==> src/rtl/lsu_pkg.sv <==
// -----------------------------------------------------------------------------
// lsu_pkg
// Shared definitions for the load/store unit:
//   - data/address width and decode-info width
//   - access size encodings carried in ld_st_info[3:2]
//   - bit positions of the fields inside ld_st_info
//   - FSM state encoding (2-bit)
// -----------------------------------------------------------------------------
package lsu_pkg;

    localparam int XLEN             = 32;
    localparam int LD_ST_INFO_WIDTH = 5;

    localparam logic [1:0] LSU_SIZE_B = 2'd0;
    localparam logic [1:0] LSU_SIZE_H = 2'd1;
    localparam logic [1:0] LSU_SIZE_W = 2'd2;

    localparam int LD_ST_LOAD     = 0;
    localparam int LD_ST_STORE    = 1;
    localparam int LD_ST_SIZE_LSB = 2;
    localparam int LD_ST_SIZE_MSB = 3;
    localparam int LD_ST_UNSIGNED = 4;

    typedef enum logic [1:0] {
        LSU_IDLE = 2'd0,
        LSU_REQ  = 2'd1,
        LSU_WAIT = 2'd2,
        LSU_DONE = 2'd3
    } lsu_state_e;

endpackage

==> src/rtl/lsu_if.sv <==
// -----------------------------------------------------------------------------
// lsu_if
// Request/grant/response data-memory port between the LSU and memory.
//   mem_req_o     request valid (held until mem_gnt_i)
//   mem_gnt_i     memory accepted the request
//   mem_we_o      1 = write
//   mem_addr_o    word-aligned address
//   mem_be_o      byte enables
//   mem_wdata_o   lane-aligned store data
//   mem_rvalid_i  response valid (read data or write ack)
//   mem_rdata_i   read word
// Modports: master = LSU side, slave = memory side.
// -----------------------------------------------------------------------------
interface lsu_if;
    import lsu_pkg::*;

    logic            mem_req_o;
    logic            mem_gnt_i;
    logic            mem_we_o;
    logic [XLEN-1:0] mem_addr_o;
    logic [3:0]      mem_be_o;
    logic [XLEN-1:0] mem_wdata_o;
    logic            mem_rvalid_i;
    logic [XLEN-1:0] mem_rdata_i;

    modport master (
        output mem_req_o, mem_we_o, mem_addr_o, mem_be_o, mem_wdata_o,
        input  mem_gnt_i, mem_rvalid_i, mem_rdata_i
    );

    modport slave (
        input  mem_req_o, mem_we_o, mem_addr_o, mem_be_o, mem_wdata_o,
        output mem_gnt_i, mem_rvalid_i, mem_rdata_i
    );

endinterface

==> src/rtl/lsu_align.sv <==
// -----------------------------------------------------------------------------
// lsu_align
// Purely combinational lane formatting for the LSU.
//   size       access size (B/H/W)
//   is_unsigned zero-extend loads instead of sign-extend
//   offset     address bits [1:0]
//   rs2        raw store data
//   rdata      raw read word from memory
//   be         byte enables for the access
//   wdata      store data replicated onto every lane
//   load_data  shifted and extended load result
//   misalign   access crosses its natural alignment
// -----------------------------------------------------------------------------
module lsu_align
    import lsu_pkg::*;
(
    input  logic [1:0]      size,
    input  logic            is_unsigned,
    input  logic [1:0]      offset,
    input  logic [XLEN-1:0] rs2,
    input  logic [XLEN-1:0] rdata,
    output logic [3:0]      be,
    output logic [XLEN-1:0] wdata,
    output logic [XLEN-1:0] load_data,
    output logic            misalign
);

    function automatic logic [XLEN-1:0] ext_byte(input logic [7:0] b, input logic uns);
        logic signed [7:0]      s;
        logic signed [XLEN-1:0] r;
        s = signed'(b);
        r = s;
        return uns ? {{(XLEN-8){1'b0}}, b} : r;
    endfunction

    function automatic logic [XLEN-1:0] ext_half(input logic [15:0] h, input logic uns);
        logic signed [15:0]     s;
        logic signed [XLEN-1:0] r;
        s = signed'(h);
        r = s;
        return uns ? {{(XLEN-16){1'b0}}, h} : r;
    endfunction

    logic [XLEN-1:0] shifted;

    always_comb begin
        shifted   = rdata >> {offset, 3'b000};
        be        = 4'hF;
        wdata     = rs2;
        load_data = shifted;
        misalign  = |offset;
        unique case (size)
            LSU_SIZE_B: begin
                be        = 4'b0001 << offset;
                wdata     = {4{rs2[7:0]}};
                load_data = ext_byte(shifted[7:0], is_unsigned);
                misalign  = 1'b0;
            end
            LSU_SIZE_H: begin
                be        = 4'b0011 << offset;
                wdata     = {2{rs2[15:0]}};
                load_data = ext_half(shifted[15:0], is_unsigned);
                misalign  = offset[0];
            end
            default: begin
                // Word, and the unused encoding 3 treated like a word.
                be        = 4'hF;
                wdata     = rs2;
                load_data = shifted;
                misalign  = |offset;
            end
        endcase
    end

endmodule

==> src/rtl/lsu.sv <==
// -----------------------------------------------------------------------------
// lsu
// Multi-cycle load/store unit downstream of execute. One access at a time:
// IDLE -> REQ -> WAIT -> DONE, stalling the core until the access completes.
//   clk_i, rst_i         clock, asynchronous active-high reset
//   ld_st_info_i         [0] LOAD, [1] STORE, [3:2] SIZE, [4] UNSIGNED
//   ex_agu_mem_addr_i    effective address
//   rs2_rdata_i          store data
//   mem                  data-memory port (lsu_if.master)
//   lsu_rd_wdata_o       extended load result (held until next load)
//   lsu_done_o           one-cycle completion pulse
//   lsu_stall_o          combinational core stall
//   lsu_misalign_o       combinational misaligned-access flag
// -----------------------------------------------------------------------------
module lsu
    import lsu_pkg::*;
(
    input  logic                        clk_i,
    input  logic                        rst_i,
    input  logic [LD_ST_INFO_WIDTH-1:0] ld_st_info_i,
    input  logic [XLEN-1:0]             ex_agu_mem_addr_i,
    input  logic [XLEN-1:0]             rs2_rdata_i,
    lsu_if.master                       mem,
    output logic [XLEN-1:0]             lsu_rd_wdata_o,
    output logic                        lsu_done_o,
    output logic                        lsu_stall_o,
    output logic                        lsu_misalign_o
);

    lsu_state_e state_q, state_d;

    logic            is_load, is_store, is_op, start;
    logic [XLEN-1:0] addr_q, wdata_q, rd_wdata_q;
    logic            we_q, uns_q;
    logic [1:0]      size_q;
    logic [3:0]      be_q;

    logic [1:0]      al_size, al_offset;
    logic            al_uns;
    logic [3:0]      al_be;
    logic [XLEN-1:0] al_wdata, al_load;
    logic            al_mis;

    // LOAD wins when both decode bits are set.
    assign is_load  = ld_st_info_i[LD_ST_LOAD];
    assign is_store = ld_st_info_i[LD_ST_STORE] & ~is_load;
    assign is_op    = is_load | is_store;

    // The aligner sees the live decode in IDLE (store lanes, misalign) and the
    // captured access afterwards (load extension when the response arrives).
    always_comb begin
        al_size   = size_q;
        al_uns    = uns_q;
        al_offset = addr_q[1:0];
        if (state_q == LSU_IDLE) begin
            al_size   = ld_st_info_i[LD_ST_SIZE_MSB:LD_ST_SIZE_LSB];
            al_uns    = ld_st_info_i[LD_ST_UNSIGNED];
            al_offset = ex_agu_mem_addr_i[1:0];
        end
    end

    lsu_align u_align (
        .size        (al_size),
        .is_unsigned (al_uns),
        .offset      (al_offset),
        .rs2         (rs2_rdata_i),
        .rdata       (mem.mem_rdata_i),
        .be          (al_be),
        .wdata       (al_wdata),
        .load_data   (al_load),
        .misalign    (al_mis)
    );

    assign start = (state_q == LSU_IDLE) & is_op & ~al_mis;

    always_ff @(posedge clk_i or posedge rst_i) begin
        if (rst_i) begin
            state_q <= LSU_IDLE;
        end else begin
            state_q <= state_d;
        end
    end

    always_comb begin
        state_d = state_q;
        unique case (state_q)
            LSU_IDLE: if (start)            state_d = LSU_REQ;
            LSU_REQ:  if (mem.mem_gnt_i)    state_d = LSU_WAIT;
            LSU_WAIT: if (mem.mem_rvalid_i) state_d = LSU_DONE;
            LSU_DONE:                       state_d = LSU_IDLE;
            default:                        state_d = LSU_IDLE;
        endcase
    end

    // Access capture at issue; load result capture on the response.
    always_ff @(posedge clk_i or posedge rst_i) begin
        if (rst_i) begin
            addr_q     <= '0;
            we_q       <= 1'b0;
            be_q       <= '0;
            wdata_q    <= '0;
            size_q     <= '0;
            uns_q      <= 1'b0;
            rd_wdata_q <= '0;
        end else begin
            if (start) begin
                addr_q  <= ex_agu_mem_addr_i;
                we_q    <= is_store;
                be_q    <= al_be;
                wdata_q <= al_wdata;
                size_q  <= al_size;
                uns_q   <= al_uns;
            end
            if ((state_q == LSU_WAIT) && mem.mem_rvalid_i && !we_q) begin
                rd_wdata_q <= al_load;
            end
        end
    end

    assign mem.mem_req_o   = (state_q == LSU_REQ);
    assign mem.mem_we_o    = we_q;
    assign mem.mem_addr_o  = {addr_q[XLEN-1:2], 2'b00};
    assign mem.mem_be_o    = be_q;
    assign mem.mem_wdata_o = wdata_q;

    assign lsu_rd_wdata_o  = rd_wdata_q;
    assign lsu_done_o      = (state_q == LSU_DONE);
    assign lsu_stall_o     = start | (state_q == LSU_REQ) | (state_q == LSU_WAIT);
    assign lsu_misalign_o  = (state_q == LSU_IDLE) & is_op & al_mis;

endmodule

==> src/flat_wrapper.sv <==
// flat-port wrapper written by rule: the top's interface ports become plain ports
module lsu_flat import lsu_pkg::*;
  (clk_i, rst_i, ld_st_info_i, ex_agu_mem_addr_i, rs2_rdata_i, lsu_rd_wdata_o, lsu_done_o, lsu_stall_o, lsu_misalign_o, mem_mem_req_o, mem_mem_we_o, mem_mem_addr_o, mem_mem_be_o, mem_mem_wdata_o, mem_mem_gnt_i, mem_mem_rvalid_i, mem_mem_rdata_i);
  lsu_if mem_i ();
  input  logic clk_i;
  input  logic rst_i;
  input  logic [LD_ST_INFO_WIDTH-1:0] ld_st_info_i;
  input  logic [XLEN-1:0] ex_agu_mem_addr_i;
  input  logic [XLEN-1:0] rs2_rdata_i;
  output logic [XLEN-1:0] lsu_rd_wdata_o;
  output logic lsu_done_o;
  output logic lsu_stall_o;
  output logic lsu_misalign_o;
  output wire logic [$bits(mem_i.mem_req_o)-1:0] mem_mem_req_o;
  output wire logic [$bits(mem_i.mem_we_o)-1:0] mem_mem_we_o;
  output wire logic [$bits(mem_i.mem_addr_o)-1:0] mem_mem_addr_o;
  output wire logic [$bits(mem_i.mem_be_o)-1:0] mem_mem_be_o;
  output wire logic [$bits(mem_i.mem_wdata_o)-1:0] mem_mem_wdata_o;
  input wire logic [$bits(mem_i.mem_gnt_i)-1:0] mem_mem_gnt_i;
  input wire logic [$bits(mem_i.mem_rvalid_i)-1:0] mem_mem_rvalid_i;
  input wire logic [$bits(mem_i.mem_rdata_i)-1:0] mem_mem_rdata_i;
  assign mem_mem_req_o = mem_i.mem_req_o;
  assign mem_mem_we_o = mem_i.mem_we_o;
  assign mem_mem_addr_o = mem_i.mem_addr_o;
  assign mem_mem_be_o = mem_i.mem_be_o;
  assign mem_mem_wdata_o = mem_i.mem_wdata_o;
  assign mem_i.mem_gnt_i = mem_mem_gnt_i;
  assign mem_i.mem_rvalid_i = mem_mem_rvalid_i;
  assign mem_i.mem_rdata_i = mem_mem_rdata_i;
  lsu u_core (.clk_i(clk_i), .rst_i(rst_i), .ld_st_info_i(ld_st_info_i), .ex_agu_mem_addr_i(ex_agu_mem_addr_i), .rs2_rdata_i(rs2_rdata_i), .mem(mem_i), .lsu_rd_wdata_o(lsu_rd_wdata_o), .lsu_done_o(lsu_done_o), .lsu_stall_o(lsu_stall_o), .lsu_misalign_o(lsu_misalign_o));
endmodule
==> config.mk <==
export PLATFORM = sky130hd
export DESIGN_NAME = lsu_flat
export DESIGN_NICKNAME = d
export VERILOG_FILES = /design/src/rtl/lsu_pkg.sv /design/src/rtl/lsu_if.sv /design/src/rtl/lsu_align.sv /design/src/rtl/lsu.sv /design/src/flat_wrapper.sv
export SDC_FILE = /design/constraint.sdc
export NUM_CORES = 1
export LEC_CHECK = 0
export ABC_AREA = 1
export CAP_MARGIN = 20
export CORE_ASPECT_RATIO = 0.5
export CORE_MARGIN = 10
export CORE_UTILIZATION = 45
export DETAILED_ROUTE_END_ITERATION = 12
export PLACE_DENSITY = 0.91
export SYNTH_ARGS = -nofsm -noshare
export SYNTH_HDL_FRONTEND = slang
export SYNTH_SLANG_ARGS = --single-unit
==> constraint.sdc <==
create_clock -name clk_i -period 4.9 [get_ports clk_i]
set_input_delay 1.47 -clock clk_i [delete_from_list [all_inputs] [get_ports clk_i]]
set_output_delay 1.47 -clock clk_i [all_outputs]
set_load 0.01 [all_outputs]
# Yosys cells after proc, flatten, opt, wreduce, memory -nomap -nowiden
# Index checks and enable logic that the tools add are counted.
# classes
eq_ne	7
n_addsub	0
reduce_logical	7
bitwise_logic	9
mul	0
shift	3
mux	13
div	0
order_cmp	0
# op_table
cell	n
$pmux 32 s2	2
$mux 32	2
$shr 32x5->32	1
$mux 2	5
$pmux 2 s4	1
$pmux 4 s2	1
$and 1x1->1	4
$eq 2x1->1 const B	2
$eq 2x2->1 const B	2
$logic_not 2->1	2
$ne 2x1->1 const B	2
$shl 1x2->4 const A	1
$shl 2x2->4 const A	1
$or 1x1->1	3
$reduce_and 3->1	1
$logic_and 1x1->1	2
$ne 2x2->1 const B	1
$not 1->1	2
$pmux 1 s2	1
$reduce_or 2->1	1
$logic_not 1->1	1
$mux 1	1
# totals
input_bits	105
output_inout_bits	105
regBits	106
word_cells	47
mem_count	0
mem_bits_ro	0
ramBits	0
latch_bits	0

# Longest topological paths before layout
# Gate-level depths: netlist of the first run.
# depth
word_depth	8
mapped_depth	13
depth_no_buf	12

# By module
# A second synthesis of the first run with hierarchy kept.
# unflattened
cells_unflattened	767
hier_area_um2	5804.3
# by_module_without_submodules
module	area_per_inst_um2	cells_each	instances
lsu	4464.3	517	1
lsu_align	1340.0	250	1

# Worst setup path before layout of the first run
# Ideal clock, no wire load.
# synth_path
path_kind	input -> output
startpoint	input ex_agu_mem_addr_i[0]
endpoint	output lsu_stall_o
stages	9
arrival_ps	2407
path_slack_ps	1023
cell_sequence	inv_1 -> nand2_4 -> nand2_2 -> nand2_1 -> nand2_1 -> nand3_2 -> buf_4 -> buf_2 -> nand3_1
# synth_via
elab_chain_cells	7
# synth_rtl
item	line_no	rtl
from (decl)	flat_wrapper.sv:8	input logic [XLEN-1:0] ex_agu_mem_addr_i;
$mux 2 (*)	lsu.sv:55	if (state_q == LSU_IDLE) begin
$reduce_or 2->1	lsu_align.sv:70	misalign = |offset;
$pmux 1 s2 (*)	lsu_align.sv:52	unique case (size)
$not 1->1 (*)	lsu.sv:74	assign start = (state_q == LSU_IDLE) & is_op & ~al_mis;
$and 1x1->1 (*)	lsu.sv:74	
$or 1x1->1 (*) (2 in series)	lsu.sv:128	assign lsu_stall_o = start | (state_q == LSU_REQ) | (state_q == LSU_WAIT);
to (decl)	flat_wrapper.sv:12	output logic lsu_stall_o;
# Every way passes the cells marked *; elsewhere a longest branch is shown, timed or not.

# Worst setup path in the final report of the first run
# layout_path
startpoint	input ex_agu_mem_addr_i[0]
endpoint	output lsu_misalign_o
# layout_via
elab_chain_cells	4
# layout_rtl
item	line_no	rtl
$mux 2 (*)	lsu.sv:55	
$reduce_or 2->1	lsu_align.sv:70	
$pmux 1 s2 (*)	lsu_align.sv:52	
$and 1x1->1 (*)	lsu.sv:129	assign lsu_misalign_o = (state_q == LSU_IDLE) & is_op & al_mis;
to (decl)	flat_wrapper.sv:13	output logic lsu_misalign_o;
# Marked as above.

==> results of run 1 <==
flip-flops by register name (all words and copies together) (netlist names):
| name | cells |
|---|---|
| u_core.state_q | 2 |
| u_core.lsu_rd_wdata_o | 32 |
| u_core.mem.mem_we_o | 1 |
| u_core.size_q | 2 |
| u_core.addr_q | 32 |
| u_core.mem.mem_be_o | 4 |
| u_core.mem.mem_wdata_o | 32 |
| u_core.uns_q | 1 |
metal layers:
layer  vias to the layer above  GRT usage [%]  share of wire (%)
li1                       2745              -                  -
met5                         -              0                  0
met4                         0           6.27                2.5
met3                        40           6.39                7.9
met2                       244           34.2                 49
met1                      2659           22.1                 40
logic make-up after synthesis:
| family | after synthesis | share of synthesized area, % |
|---|---|---|
| AND/OR/NAND/NOR | 513 | 37.0 |
| buffers and inverters | 125 | 11.5 |
| flip-flops | 106 | 46.0 |
| adder cells (fa/ha/maj) | 4 | 0.868 |
| other | 1 | 0.0650 |
| AO/OA/AOI/OAI | 47 | 4.64 |
worst min path at each step:
stage / endpoint / depth (start not counted) / start
6_report: u_core.addr_q[10] / 2 / u_core.addr_q[10]
5_1_grt: u_core.addr_q[23] / 2 / u_core.addr_q[23]
4_1_cts: u_core.mem.mem_wdata_o[1] / 2 / u_core.mem.mem_wdata_o[1]
3_5_place_dp: u_core.mem.mem_wdata_o[1] / 2 / u_core.mem.mem_wdata_o[1]
3_3_place_gp: u_core.addr_q[12] / 2 / u_core.addr_q[12]
2_1_floorplan: u_core.addr_q[10] / 2 / u_core.addr_q[10]
cell usage in the layout (no fill, tap or decap), types with 3 or more instances in the layout:
cell	n
a21oi_1	19
a31oi_1	7
buf_4	11
clkbuf_16	9
clkdlybuf4s50_1	207
clkinvlp_4	3
dfrtp_1	106
ha_1	4
inv_1	47
inv_2	3
nand2_1	389
nand2_2	4
nand2_4	5
nand3_1	73
nand3_2	3
nor2_1	20
o211ai_1	8
o21ai_0	11
or2_2	16
area by class of cell:
type | count | area (um^2)
diodes | 1 | 2.50
clock buffers | 10 | 229
clock inverters | 6 | 72.6
fillers | 1076 | 4570
inverters | 53 | 215
multi-input cells | 566 | 2460
flip-flops and latches | 106 | 2650
well taps | 170 | 213
repair buffers | 219 | 2180
stage by stage:
step / power (mW) / setup slack (ps)
global route: 6.10 / 97.1
detailed placement: 4.89 / 256
global placement: 4.79 / 262
finish: 5.63 / 254
CTS: 5.65 / 253
floorplan: 3.66 / 641
power groups by stage:
| stage | Combinational [mW] | Sequential (mW) | Clock (mW) |
|---|---|---|---|
| after floorplan | 2.02 | 1.64 | 0 |
| after global placement | 3.26 | 1.53 | 0 |
| after detailed placement | 3.34 | 1.55 | 0 |
| after CTS | 3.36 | 1.54 | 0.751 |
| after global routing | 3.71 | 1.59 | 0.793 |
| final | 3.35 | 1.54 | 0.741 |
worst register-to-register path, delay by kind of cell (launching register included):
family	cells	cell delay (ps)
fa+ha+maj	1	490
simple gates	6	940
buf+inv	5	1520
flops	1	420
==> impl_metrics.json, run 1 <==
{
  "status": "finished clean",
  "fmax_ghz": 0.215,
  "rows": 29,
  "yosys.area.top_type": "dfrtp_1",
  "p_leak_nw": 4.10,
  "cts_root_buf": "clkbuf_16",
  "p_switching_mw": 2.49,
  "grt_pass1_wl_um": 29000,
  "num_vias": 5688,
  "max_stage_delay_ps": 590,
  "critPathArrivalTime_ps": 3180,
  "ant_nets": 0,
  "syn_inst": 796,
  "synth_area_um2": 5770,
  "swShare_pct": 44.2,
  "power_density_nw_per_um2": 702,
  "ctsLongestPathBuffers": 2,
  "critPathLaunchType": "input pin",
  "grt-ovfl-total": 0,
  "vias_per_cell": 5.03,
  "wire_per_inst_um": 16.0,
  "htree_levels": 3,
  "cp_num_cells": 8,
  "cts_resized": 0,
  "setup_viol": 0,
  "crit_path_start": "ex_agu_mem_addr_i[0]",
  "core-area_um2": 12600,
  "cts_tree": "yes",
  "ys_top_cells_by_count": "nand2_1 (389), dfrtp_1 (106), nand3_1 (73)",
  "wl_um": 18100,
  "ff2ff_path_depth": 12,
  "clockPowerShare_pct": 13.2,
  "gp_congestion": 0.904,
  "nets": 1064,
  "ys.flop_type": "dfrtp_1",
  "hold_path.class": "register to register",
  "netlist.area_leader.share_pct": 46.0,
  "drtPass1Iterations": 6,
  "placed_area_um2": 7690,
  "endpoint": "lsu_misalign_o",
  "end_kind": "output port",
  "ys_seq_area_share_pct": 46.0,
  "grt.total_usage_pct": 19.4,
  "hold_ws_ps": 480,
  "hold_viol": 0,
  "relSlewSlack_pct": 47.5,
  "numCtsBuffers": 9,
  "power_frac_comb_pct": 59.5,
  "crit_fanout": 9,
  "synth_edf_count": 0,
  "min_period_ps": 4650,
  "ys_async_sr_fraction_pct": 100,
  "ctsHoldBuffers": 0,
  "drive_gt1_share_pct": 6.46,
  "drc": 0,
  "place.detailed.hpwl_um": 13500,
  "cap_violations": 0,
  "synth_most_common_cell": "nand2_1",
  "cts_setup_buffers": 0,
  "worst_slew_pin_slew_ps": 787,
  "clock_latency_ps": 350,
  "reg2reg_to": "u_core.mem.mem_we_o",
  "fin_tns_setup_ps": 0,
  "place_inst": 1113,
  "io_buffers": 207,
  "ff2ff_setup_slack_ps": 1480,
  "maxSlewViolCount": 0,
  "die_w_um": 180,
  "timing.final.crit_share_pct": 94.8,
  "drt_iter0_markers": 435,
  "fin_area_um2": 8020,
  "first_global_vias": 5675,
  "p_seq_share_pct": 27.3,
  "clkSinkCount": 106,
  "worstSetupPathType": "input pin to output port",
  "ir_drop_uv": 361,
  "rsz0062_at_grt": "false",
  "cp.required_ps": 3430,
  "r2r_start": "u_core.state_q[0]",
  "synth_cell_type_count": 26,
  "slowest_stage": "clkdlybuf4s50_1",
  "initial_core_util_pct": 45.8,
  "critPathTopFamily": "buffers and inverters",
  "grt_max_degree": 83,
  "die_h_um": 100,
  "intPower_mw": 3.14,
  "cp_num_buf_inv": 3,
  "yosys_warnings": 0,
  "antenna_found_initial": 0,
  "area_growth_pct": 39.1,
  "clk_pin_slew_worst_paths_ps": 70,
  "layout.cells.non_filler": 1131,
  "dieArea_um2": 18000,
  "path_cells": "clkdlybuf4s50_1 > inv_1 > nand2_4 > nand2_2 > nand2_1 > nand2_1 > a21boi_0 > clkdlybuf4s50_1",
  "io_pins": 210,
  "synthTopCellsByArea": "dfrtp_1 (46%), nand2_1 (25%), nand3_1 (6.3%), buf_4 (4.6%), inv_1 (3.1%)",
  "ys_ff_latch": 106,
  "syn-mean-instance-area_um2": 7.25,
  "fin_util_pct": 63.7,
  "finClkSkew_ps": 10.0
}
No activity file was read; power rests on OpenSTA's default activity.
==> run 2, diff against run 1 <==
--- a/config.mk
+++ b/config.mk
@@ -5,13 +5,13 @@
 export SDC_FILE = /design/constraint.sdc
 export NUM_CORES = 1
 export LEC_CHECK = 0
-export ABC_AREA = 1
 export CAP_MARGIN = 20
 export CORE_ASPECT_RATIO = 0.5
 export CORE_MARGIN = 10
-export CORE_UTILIZATION = 45
+export CORE_UTILIZATION = 44
 export DETAILED_ROUTE_END_ITERATION = 12
-export PLACE_DENSITY = 0.91
+export PLACE_DENSITY = 0.9
+export SETUP_SLACK_MARGIN = 0.02
 export SYNTH_ARGS = -nofsm -noshare
 export SYNTH_HDL_FRONTEND = slang
 export SYNTH_SLANG_ARGS = --single-unit
==> impl_metrics.json, run 2 <==
{
  "p_switching_mw": 2.19,
  "ff_latch_area_um2": 2650,
  "num_vias": 4974,
  "hold_viol": 0,
  "drive_gt1_share_pct": 7.92,
  "yosys.area.top_type": "dfrtp_1",
  "multi_input_area_um2": 2360,
  "io_buffers": 207,
  "ys_seq_area_share_pct": 48.6,
  "maxSlewViolCount": 0,
  "place.detailed.hpwl_um": 13400,
  "grt_max_degree": 83,
  "hold_ws_ps": 477,
  "die_w_um": 178,
  "grt_pass1_wl_um": 27500,
  "ys_async_sr_fraction_pct": 100,
  "io_pins": 210,
  "nets": 888,
  "fmax_ghz": 0.211,
  "cts_resized": 0,
  "timing.final.crit_share_pct": 96.9,
  "worstSetupPathType": "input pin to output port",
  "syn-mean-instance-area_um2": 8.94,
  "ir_drop_uv": 263,
  "hold_start": "u_core.mem.mem_wdata_o[0]",
  "synth_area_um2": 5460,
  "ys_ff_latch": 106,
  "cap_violations": 0,
  "wire_per_inst_um": 18.6,
  "netlist.area_leader.share_pct": 48.6,
  "place_inst": 932,
  "intPower_mw": 3.10,
  "rows": 28,
  "clockPowerShare_pct": 13.1,
  "power_density_nw_per_um2": 681,
  "drc": 0,
  "max_stage_delay_ps": 500,
  "end_kind": "output port",
  "synth_cell_type_count": 45,
  "r2r_start": "u_core.state_q[0]",
  "ys.flop_type": "dfrtp_1",
  "synth_most_common_cell": "nand2_1",
  "fillers": 930,
  "grt.total_usage_pct": 19.6,
  "path_cells": "clkdlybuf4s50_1 > nand2b_1 > o32a_1 > a21oi_4 > or3_1 > clkdlybuf4s50_1",
  "dieArea_um2": 17500,
  "ff2ff_setup_slack_ps": 1560,
  "clkSinkCount": 106,
  "reg2reg_to": "u_core.lsu_rd_wdata_o[29]",
  "slowest_stage": "clkdlybuf4s50_1",
  "synthTopCellsByArea": "dfrtp_1 (49%), nand2_1 (14%), mux2i_1 (6.0%), buf_4 (4.5%), nor2_1 (3.4%)",
  "n_antenna_cell": 0,
  "rsz0062_at_grt": "false",
  "status": "finished clean",
  "min_period_ps": 4750,
  "p_seq_share_pct": 29.6,
  "whs_path_depth": 2,
  "fin_tns_setup_ps": 0,
  "setup_viol": 0,
  "synth_edf_count": 0,
  "first_global_vias": 5194,
  "hold_end": "u_core.mem.mem_wdata_o[0]",
  "ff2ff_path_depth": 7,
  "clk_pin_slew_worst_paths_ps": 70,
  "ys_top_cells_by_count": "nand2_1 (201), dfrtp_1 (106), nor2_1 (49)",
  "hold_path.class": "register to register",
  "ctsLongestPathBuffers": 2,
  "numCtsBuffers": 9,
  "cts_tree": "yes",
  "cp.required_ps": 3430,
  "critPathArrivalTime_ps": 3280,
  "p_leak_nw": 3.47,
  "wl_um": 17600,
  "grt-ovfl-total": 0,
  "yosys_warnings": 0,
  "drt_iter0_markers": 292,
  "cts_setup_buffers": 0,
  "syn_inst": 611,
  "ant_nets": 0,
  "layout.cells.non_filler": 948,
  "crit_fanout": 4,
  "cp_common_cell": "clkdlybuf4s50_1",
  "htree_levels": 3,
  "vias_per_cell": 5.25,
  "power_frac_comb_pct": 57.4,
  "drtPass1Iterations": 5,
  "antenna_found_initial": 0,
  "critPathLaunchType": "input pin",
  "swShare_pct": 41.4,
  "area_growth_pct": 42.4,
  "die_h_um": 98.8,
  "final_cell_mix": "clkdlybuf4s50_1 (207), nand2_1 (201), dfrtp_1 (106), nor2_1 (48), mux2i_1 (32)",
  "ctsHoldBuffers": 0,
  "clock_latency_ps": 350,
  "gp_congestion": 0.905,
  "finClkSkew_ps": 8.33,
  "cts_root_buf": "clkbuf_16",
  "final_common_cell": "clkdlybuf4s50_1",
  "relSlewSlack_pct": 33.9,
  "core-area_um2": 12000,
  "worst_slew_pin_slew_ps": 992,
  "initial_core_util_pct": 45.6
}
==> run 2: cell count changes after synthesis, sizes merged, moves of 8 or more <==
| cell | before | now |
|---|---|---|
| o2bb2ai | 0 | 8 |
| nor2 | 22 | 50 |
| a31oi | 7 | 29 |
| buf | 59 | 51 |
| nand2 | 398 | 201 |
| inv | 51 | 12 |
| or2 | 16 | 2 |
| o21ai | 11 | 28 |
| mux2i | 0 | 36 |
| nand3 | 76 | 15 |
| o21a | 0 | 10 |
==> run 2: cell type report <==
cell class	instances	share of cell area, %
multi-input cells	426	30.4
repair buffers	223	28.6
clock buffers	11	3.25
well taps	165	2.65
clock inverters	4	0.354
inverters	13	0.660
flip-flops and latches	106	34.1
==> run 2: logic make-up (layout without fill, tap and decap cells) <==
family	count (synthesis)	in the layout	share of synthesized area [%]
mux	40	40	8.02
fa+ha+maj	4	4	0.916
compound gates	108	108	14.4
simple gates	272	272	19.4
buf+inv	80	251	8.66
flops	106	106	48.6
other cells	1	2	0.0686
==> run 2: metal layers <==
layer | GRT usage, % | part of all wire, % | wire, um | up-vias
li1 | - | - | - | 2330
met5 | 0 | 0 | 0 | -
met4 | 8.73 | 3.9 | 685 | 0
met2 | 35.2 | 52 | 9170 | 193
met3 | 5.33 | 6.7 | 1180 | 45
met1 | 21.5 | 37 | 6570 | 2406
==> run 2: stage by stage <==
step           power [mW]  worst slack, ps  utilization (%)  instance area (um^2)
6_report             5.29              152             64.9                  7780
5_1_grt              5.67             94.4             64.9                  7780
4_1_cts              5.32              166             64.7                  7750
3_5_place_dp         4.62              168             62.3                  7470
3_3_place_gp         4.49              183             62.3                  7470
2_1_floorplan        3.39              641                -                  5470
==> run 2: power by group through the flow <==
stage / Clock, mW / Combinational (mW) / Sequential, mW
floorplan: 0 / 1.72 / 1.67
global placement: 0 / 2.94 / 1.55
detailed placement: 0 / 3.05 / 1.57
CTS: 0.702 / 3.06 / 1.56
global route: 0.742 / 3.31 / 1.61
finish: 0.691 / 3.04 / 1.57
==> run 2: how the worst max path moves through the flow <==
stage                     cells after the start                to  slack (ps)       startpoint
after global placement                        6       lsu_stall_o         180  ld_st_info_i[2]
final                                         6       lsu_stall_o         150  ld_st_info_i[2]
after floorplan                               1  u_core.addr_q[0]         640            rst_i
after global routing                          6       lsu_stall_o          90  ld_st_info_i[2]
after detailed placement                      6       lsu_stall_o         170  ld_st_info_i[2]
after CTS                                     6       lsu_stall_o         170  ld_st_info_i[2]
==> run 2: worst max-delay path, delay by kind of cell <==
kind,cells,cell delay [ps]
AND/OR/NAND/NOR,2,470
buffers and inverters,2,980
AO/OA/AOI/OAI,2,350
==> run 3, diff against run 2 <==
--- a/config.mk
+++ b/config.mk
@@ -12,6 +12,7 @@
 export DETAILED_ROUTE_END_ITERATION = 12
 export PLACE_DENSITY = 0.9
 export SETUP_SLACK_MARGIN = 0.02
+export SLEW_MARGIN = 20
 export SYNTH_ARGS = -nofsm -noshare
 export SYNTH_HDL_FRONTEND = slang
 export SYNTH_SLANG_ARGS = --single-unit
==> impl_metrics.json, run 3 (synthesis gave the netlist of run 2 again) <==
{
  "core-area_um2": 12000,
  "p_leak_nw": 3.46,
  "grt_max_degree": 83,
  "slowest_stage": "clkdlybuf4s50_1",
  "power_frac_comb_pct": 57.3,
  "grt-ovfl-total": 0,
  "hold_ws_ps": 477,
  "drive_gt1_share_pct": 7.80,
  "critPathArrivalTime_ps": 3270,
  "relSlewSlack_pct": 37.2,
  "grt_pass1_wl_um": 27500,
  "nets": 887,
  "numCtsBuffers": 9,
  "io_buffers": 207,
  "grtUsageMet1_pct": 21.5,
  "hold_path.class": "register to register",
  "cts_resized": 0,
  "hold_viol": 0,
  "rsz0062_at_grt": "false",
  "power_density_nw_per_um2": 683,
  "worstSetupPathType": "input pin to output port",
  "met2_usage_pct": 35.2,
  "swShare_pct": 41.4,
  "maxSlewViolCount": 0,
  "finClkSkew_ps": 10.1,
  "hold_start": "u_core.addr_q[24]",
  "wl_um": 17700,
  "final_cell_mix": "clkdlybuf4s50_1 (207), nand2_1 (201), dfrtp_1 (106), nor2_1 (48), mux2i_1 (32)",
  "grt.total_usage_pct": 19.6,
  "p_switching_mw": 2.19,
  "timing.final.crit_share_pct": 96.8,
  "clockPowerShare_pct": 13.1,
  "cts_root_buf": "clkbuf_16",
  "cp_num_buf_inv": 2,
  "min_period_ps": 4740,
  "cp.required_ps": 3430,
  "rows": 28,
  "r2r_start": "u_core.state_q[0]",
  "max_stage_delay_ps": 490,
  "critPathTopFamily": "buffers and inverters",
  "initial_core_util_pct": 45.6,
  "cap_violations": 0,
  "setup_viol": 0,
  "reg2reg_to": "u_core.lsu_rd_wdata_o[29]",
  "worst_slew_pin_slew_ps": 942,
  "gp_congestion": 0.905,
  "cts_setup_buffers": 0,
  "cts_tree": "yes",
  "ctsLongestPathBuffers": 2,
  "io_pins": 210,
  "wire_per_inst_um": 18.7,
  "drt_iter0_markers": 401,
  "die_w_um": 178,
  "end_kind": "output port",
  "fin_tns_setup_ps": 0,
  "first_global_vias": 5194,
  "whs_path_depth": 2,
  "ctsHoldBuffers": 0,
  "fillers": 932,
  "n_antenna_cell": 0,
  "top_usage_layer": "met2",
  "ir_drop_uv": 266,
  "intPower_mw": 3.10,
  "cp_common_cell": "clkdlybuf4s50_1",
  "path_cells": "clkdlybuf4s50_1 > nand2b_1 > o32a_1 > a21oi_4 > or3_1 > clkdlybuf4s50_1",
  "status": "finished clean",
  "fmax_ghz": 0.211,
  "drc": 0,
  "place.detailed.hpwl_um": 13400,
  "fin_total_pwr_mw": 5.29,
  "final_common_cell": "clkdlybuf4s50_1",
  "met3_usage_pct": 5.33,
  "hold_end": "u_core.addr_q[24]",
  "vias_per_cell": 5.28,
  "ff2ff_path_depth": 7,
  "p_seq_share_pct": 29.5,
  "ff2ff_setup_slack_ps": 1560,
  "dieArea_um2": 17500,
  "die_h_um": 98.8,
  "ant_nets": 0,
  "antenna_found_initial": 0,
  "drtPass1Iterations": 5,
  "htree_levels": 3,
  "num_vias": 4997,
  "crit_fanout": 4,
  "clk_pin_slew_worst_paths_ps": 70,
  "area_growth_pct": 41.9,
  "clock_latency_ps": 350,
  "critPathLaunchType": "input pin",
  "fin_util_pct": 64.7,
  "clkSinkCount": 106
}
## run 3: changes by cell type in the layout (fill, tap and decap cells not counted)
| cell | delta |
|---|---|
| inv_6 | +1 |
| inv_4 | -1 |
| buf_16 | -1 |
## run 3: how the worst max path moves through the flow
stage	depth (start not counted)	to	slack [ps]	from
floorplan	1	u_core.addr_q[0]	640	rst_i
global placement	6	lsu_stall_o	180	ld_st_info_i[2]
detailed placement	6	lsu_stall_o	170	ld_st_info_i[2]
CTS	6	lsu_stall_o	170	ld_st_info_i[2]
global route	6	lsu_stall_o	90	ld_st_info_i[2]
finish	6	lsu_stall_o	160	ld_st_info_i[2]
## run 3: metal layers
layer  part of all wire [%]  routed length (um)  vias up
met1                     37                6580     2427
met2                     52                9190      193
met4                    3.9                 689        0
met3                    7.0                1240       46
met5                      0                   0        -
li1                       -                   -     2331
## run 3: worst reg2reg max path, stage by stage (launching register included)
cell     delay, ps
dfrtp_1        420
inv_1          100
ha_1           440
buf_4          320
mux2i_4        660
o22ai_1        320
a32oi_4        720
a31oi_1        200
## run 3: power groups by stage
stage	combinational (mW)	sequential, mW	clock, mW
floorplan	1.72	1.67	0
global placement	2.94	1.55	0
detailed placement	3.05	1.57	0
CTS	3.06	1.56	0.702
global route	3.31	1.61	0.740
finish	3.04	1.56	0.695
## run 3: area by class of cell
type                            instances  area, um^2  share of cell area, %
Clock buffer                           11         253                   3.26
Multi-Input combinational cell        426        2360                   30.5
Clock inverter                          4        27.5                  0.355
Sequential cell                       106        2650                   34.2
Tap cell                              165         206                   2.66
Inverter                               13        53.8                  0.694
Timing Repair Buffer                  222        2200                   28.3
## run 3: per-stage QoR
| step | setup slack [ps] | cell area (um^2) | std cells |
|---|---|---|---|
| final | 157 | 7750 | 947 |
| after floorplan | 641 | 5470 | 612 |
| after detailed placement | 168 | 7470 | 932 |
| after global routing | 94.4 | 7750 | 947 |
| after global placement | 183 | 7470 | 932 |
| after CTS | 166 | 7750 | 947 |
==> edit: new RTL, settings of run 2 <==
The 4 states of `lsu_state_e` get a one-hot encoding in 4 bits.
--- a/src/rtl/lsu_pkg.sv
+++ b/src/rtl/lsu_pkg.sv
@@ -23,7 +23,7 @@
 
-    typedef enum logic [1:0] {
-        LSU_IDLE = 2'd0,
-        LSU_REQ  = 2'd1,
-        LSU_WAIT = 2'd2,
-        LSU_DONE = 2'd3
+    typedef enum logic [3:0] {
+        LSU_IDLE = 4'b0001,
+        LSU_REQ  = 4'b0010,
+        LSU_WAIT = 4'b0100,
+        LSU_DONE = 4'b1000
     } lsu_state_e;
Check against the original RTL: same outputs for any inputs over 10 cycles, from zero or initial values and one cycle with rst_i high; not proved beyond that.
==> edit against run 2 <==
  * Synthesized cell count fell by 24%
  * Total power down 7.5%
  * Setup slack better by 69 ps
  * Count of clock-buffer cells in the layout rose by 1
  * Utilization up 2.1 points
  * Routed wire length decreased by 10%
  * Critical path type unchanged
  * Die area fell by 3.8%
  * Sequential cell count up 2
  * Combinational power is 12% lower
  * Design area shrank 2.8%
  * Synthesized area down 4.5%
  * Fmax grew 1.5%
==> edit: results (changes against run 2) <==
INFO  metric place_area = 7273 µm² (-2.6%)
INFO  metric vias_in_the_first_global_route = 4472 (-14%)
INFO  metric gr-usage-met1 = 20.58% (-0.87 points)
INFO  metric routabilityCongestion = 0.8349 (-7.7%)
INFO  metric timing.hold.worst_path_depth = 1 (-1)
INFO  metric holdCritStartpoint = u_core.mem.mem_wdata_o[27]$_DFFE_PP0P_
INFO  metric yosys.cell_types.count = 38 (-16%)
INFO  metric routed_wire_length_per_instance = 19.70 µm (+6.1%)
INFO  metric grt_max_degree = 103 (+24%)
INFO  metric gr-usage-met3 = 4.799% (-0.53 points)
INFO  metric dp_hpwl = 12190 µm (-8.9%)
INFO  metric dpl.cell_count = 785 (-16%)
INFO  metric regToRegSetupSlack = 1490 ps (-70 ps)
INFO  metric slowest_delay = 570 ps (+70 ps)
INFO  metric max-vdd-ir-drop = 299.5 µV (+14%)
INFO  metric global_route_wire_length_before_repair = 24930 µm (-9.3%)
INFO  metric dr_total_vias = 4210 (-15%)
INFO  metric globalRouteTotalUtil = 18.10% (-1.5 points)
INFO  metric drt_first_iter_violations = 268 (-8.2%)
INFO  metric critPathArrivalTime = 3210 ps (-70 ps)
INFO  metric postRouteWirelength = 15780 µm (-10%)
INFO  metric nNetsFinal = 742 (-16%)
INFO  metric synth.avg_cell_area = 11.30 µm² (+26%)
INFO  metric met2_usage_grt = 33.42% (-1.8 points)
INFO  metric leakagePower = 0.003314 µW (-4.5%)
INFO  metric clock_skew = 9.113 ps (+0.7799 ps)
INFO  metric regToRegStartpoint = u_core.state_q[0]$_DFFE_PP1P_
INFO  metric rr_endpoint = u_core.mem.mem_wdata_o[3]$_DFFE_PP0P_
INFO  metric design_area = 7559 µm² (-2.8%)
INFO  metric outcome = complete, no violations
INFO  metric worst_slew_pin_slew = 1046 ps (+54.23 ps)
INFO  metric num-fill-cells = 849 (-8.7%)
INFO  metric drive_above_1_share = 10.90% (+3.0 points)
edit: cell types whose count changed after synthesis, moves of 10 or more:
cell,change
sky130_fd_sc_hd__a31oi_1,-24
sky130_fd_sc_hd__mux2_1,+19
sky130_fd_sc_hd__mux2_2,+30
sky130_fd_sc_hd__mux2i_1,+16
sky130_fd_sc_hd__nand2_1,-146
sky130_fd_sc_hd__nand3_1,-14
sky130_fd_sc_hd__nor2_1,-34
sky130_fd_sc_hd__o21a_1,-10
sky130_fd_sc_hd__o21ai_0,+16
edit: timing repair:
action / in CTS / in global routing
setup buffers: 0 / 0
setup endpoints to repair: 1 / 1
resized for setup: 1 / 3
hold endpoints to repair: 0 / 0
edit: where the power goes:
part | switching, µW | leakage [µW] | internal [µW]
clock | 317 | 0.000129 | 358
sequential | 233 | 0.00135 | 1310
combinational | 1230 | 0.00183 | 1440
edit: metal layers:
layer	up-vias	part of all wire, %
li1	1966	-
met1	2108	40
met2	122	54
met3	14	5.9
met4	0	0.91
met5	-	0
edit: final cells by class:
cell class	count	share of cell area, %
Clock buffer	12	3.261
Inverter	4	0.2317
Timing Repair Buffer	220	28.90
Tap cell	159	2.632
Clock inverter	4	0.3311
Sequential cell	108	35.77
Multi-Input combinational cell	294	28.87
edit: how the worst max path moves through the flow:
stage,end,depth (start not counted)
global placement,lsu_stall_o,7
floorplan,u_core.addr_q[0]$_DFFE_PP0P_,1
CTS,lsu_stall_o,7
finish,lsu_misalign_o,7
detailed placement,lsu_stall_o,7
global route,lsu_misalign_o,7
edit: stage by stage:
| step | power (µW) | setup WS [ps] | hold WS [ps] |
|---|---|---|---|
| 3_3_place_gp | 4158 | 90.83 | 459.6 |
| 3_5_place_dp | 4248 | 8.427 | 465.2 |
| 6_report | 4897 | 220.9 | 477.7 |
| 5_1_grt | 5220 | 142.1 | 499.5 |
| 2_1_floorplan | 3148 | 586.1 | 465.5 |
| 4_1_cts | 4947 | 97.14 | 480.8 |
edit: kinds of logic after synthesis:
logic type / after synthesis / share of synthesized area (%)
compound gates: 102 / 12.97
buf+inv: 61 / 6.881
flops: 108 / 51.81
mux: 101 / 20.62
other cells: 1 / 0.07186
simple gates: 89 / 7.648
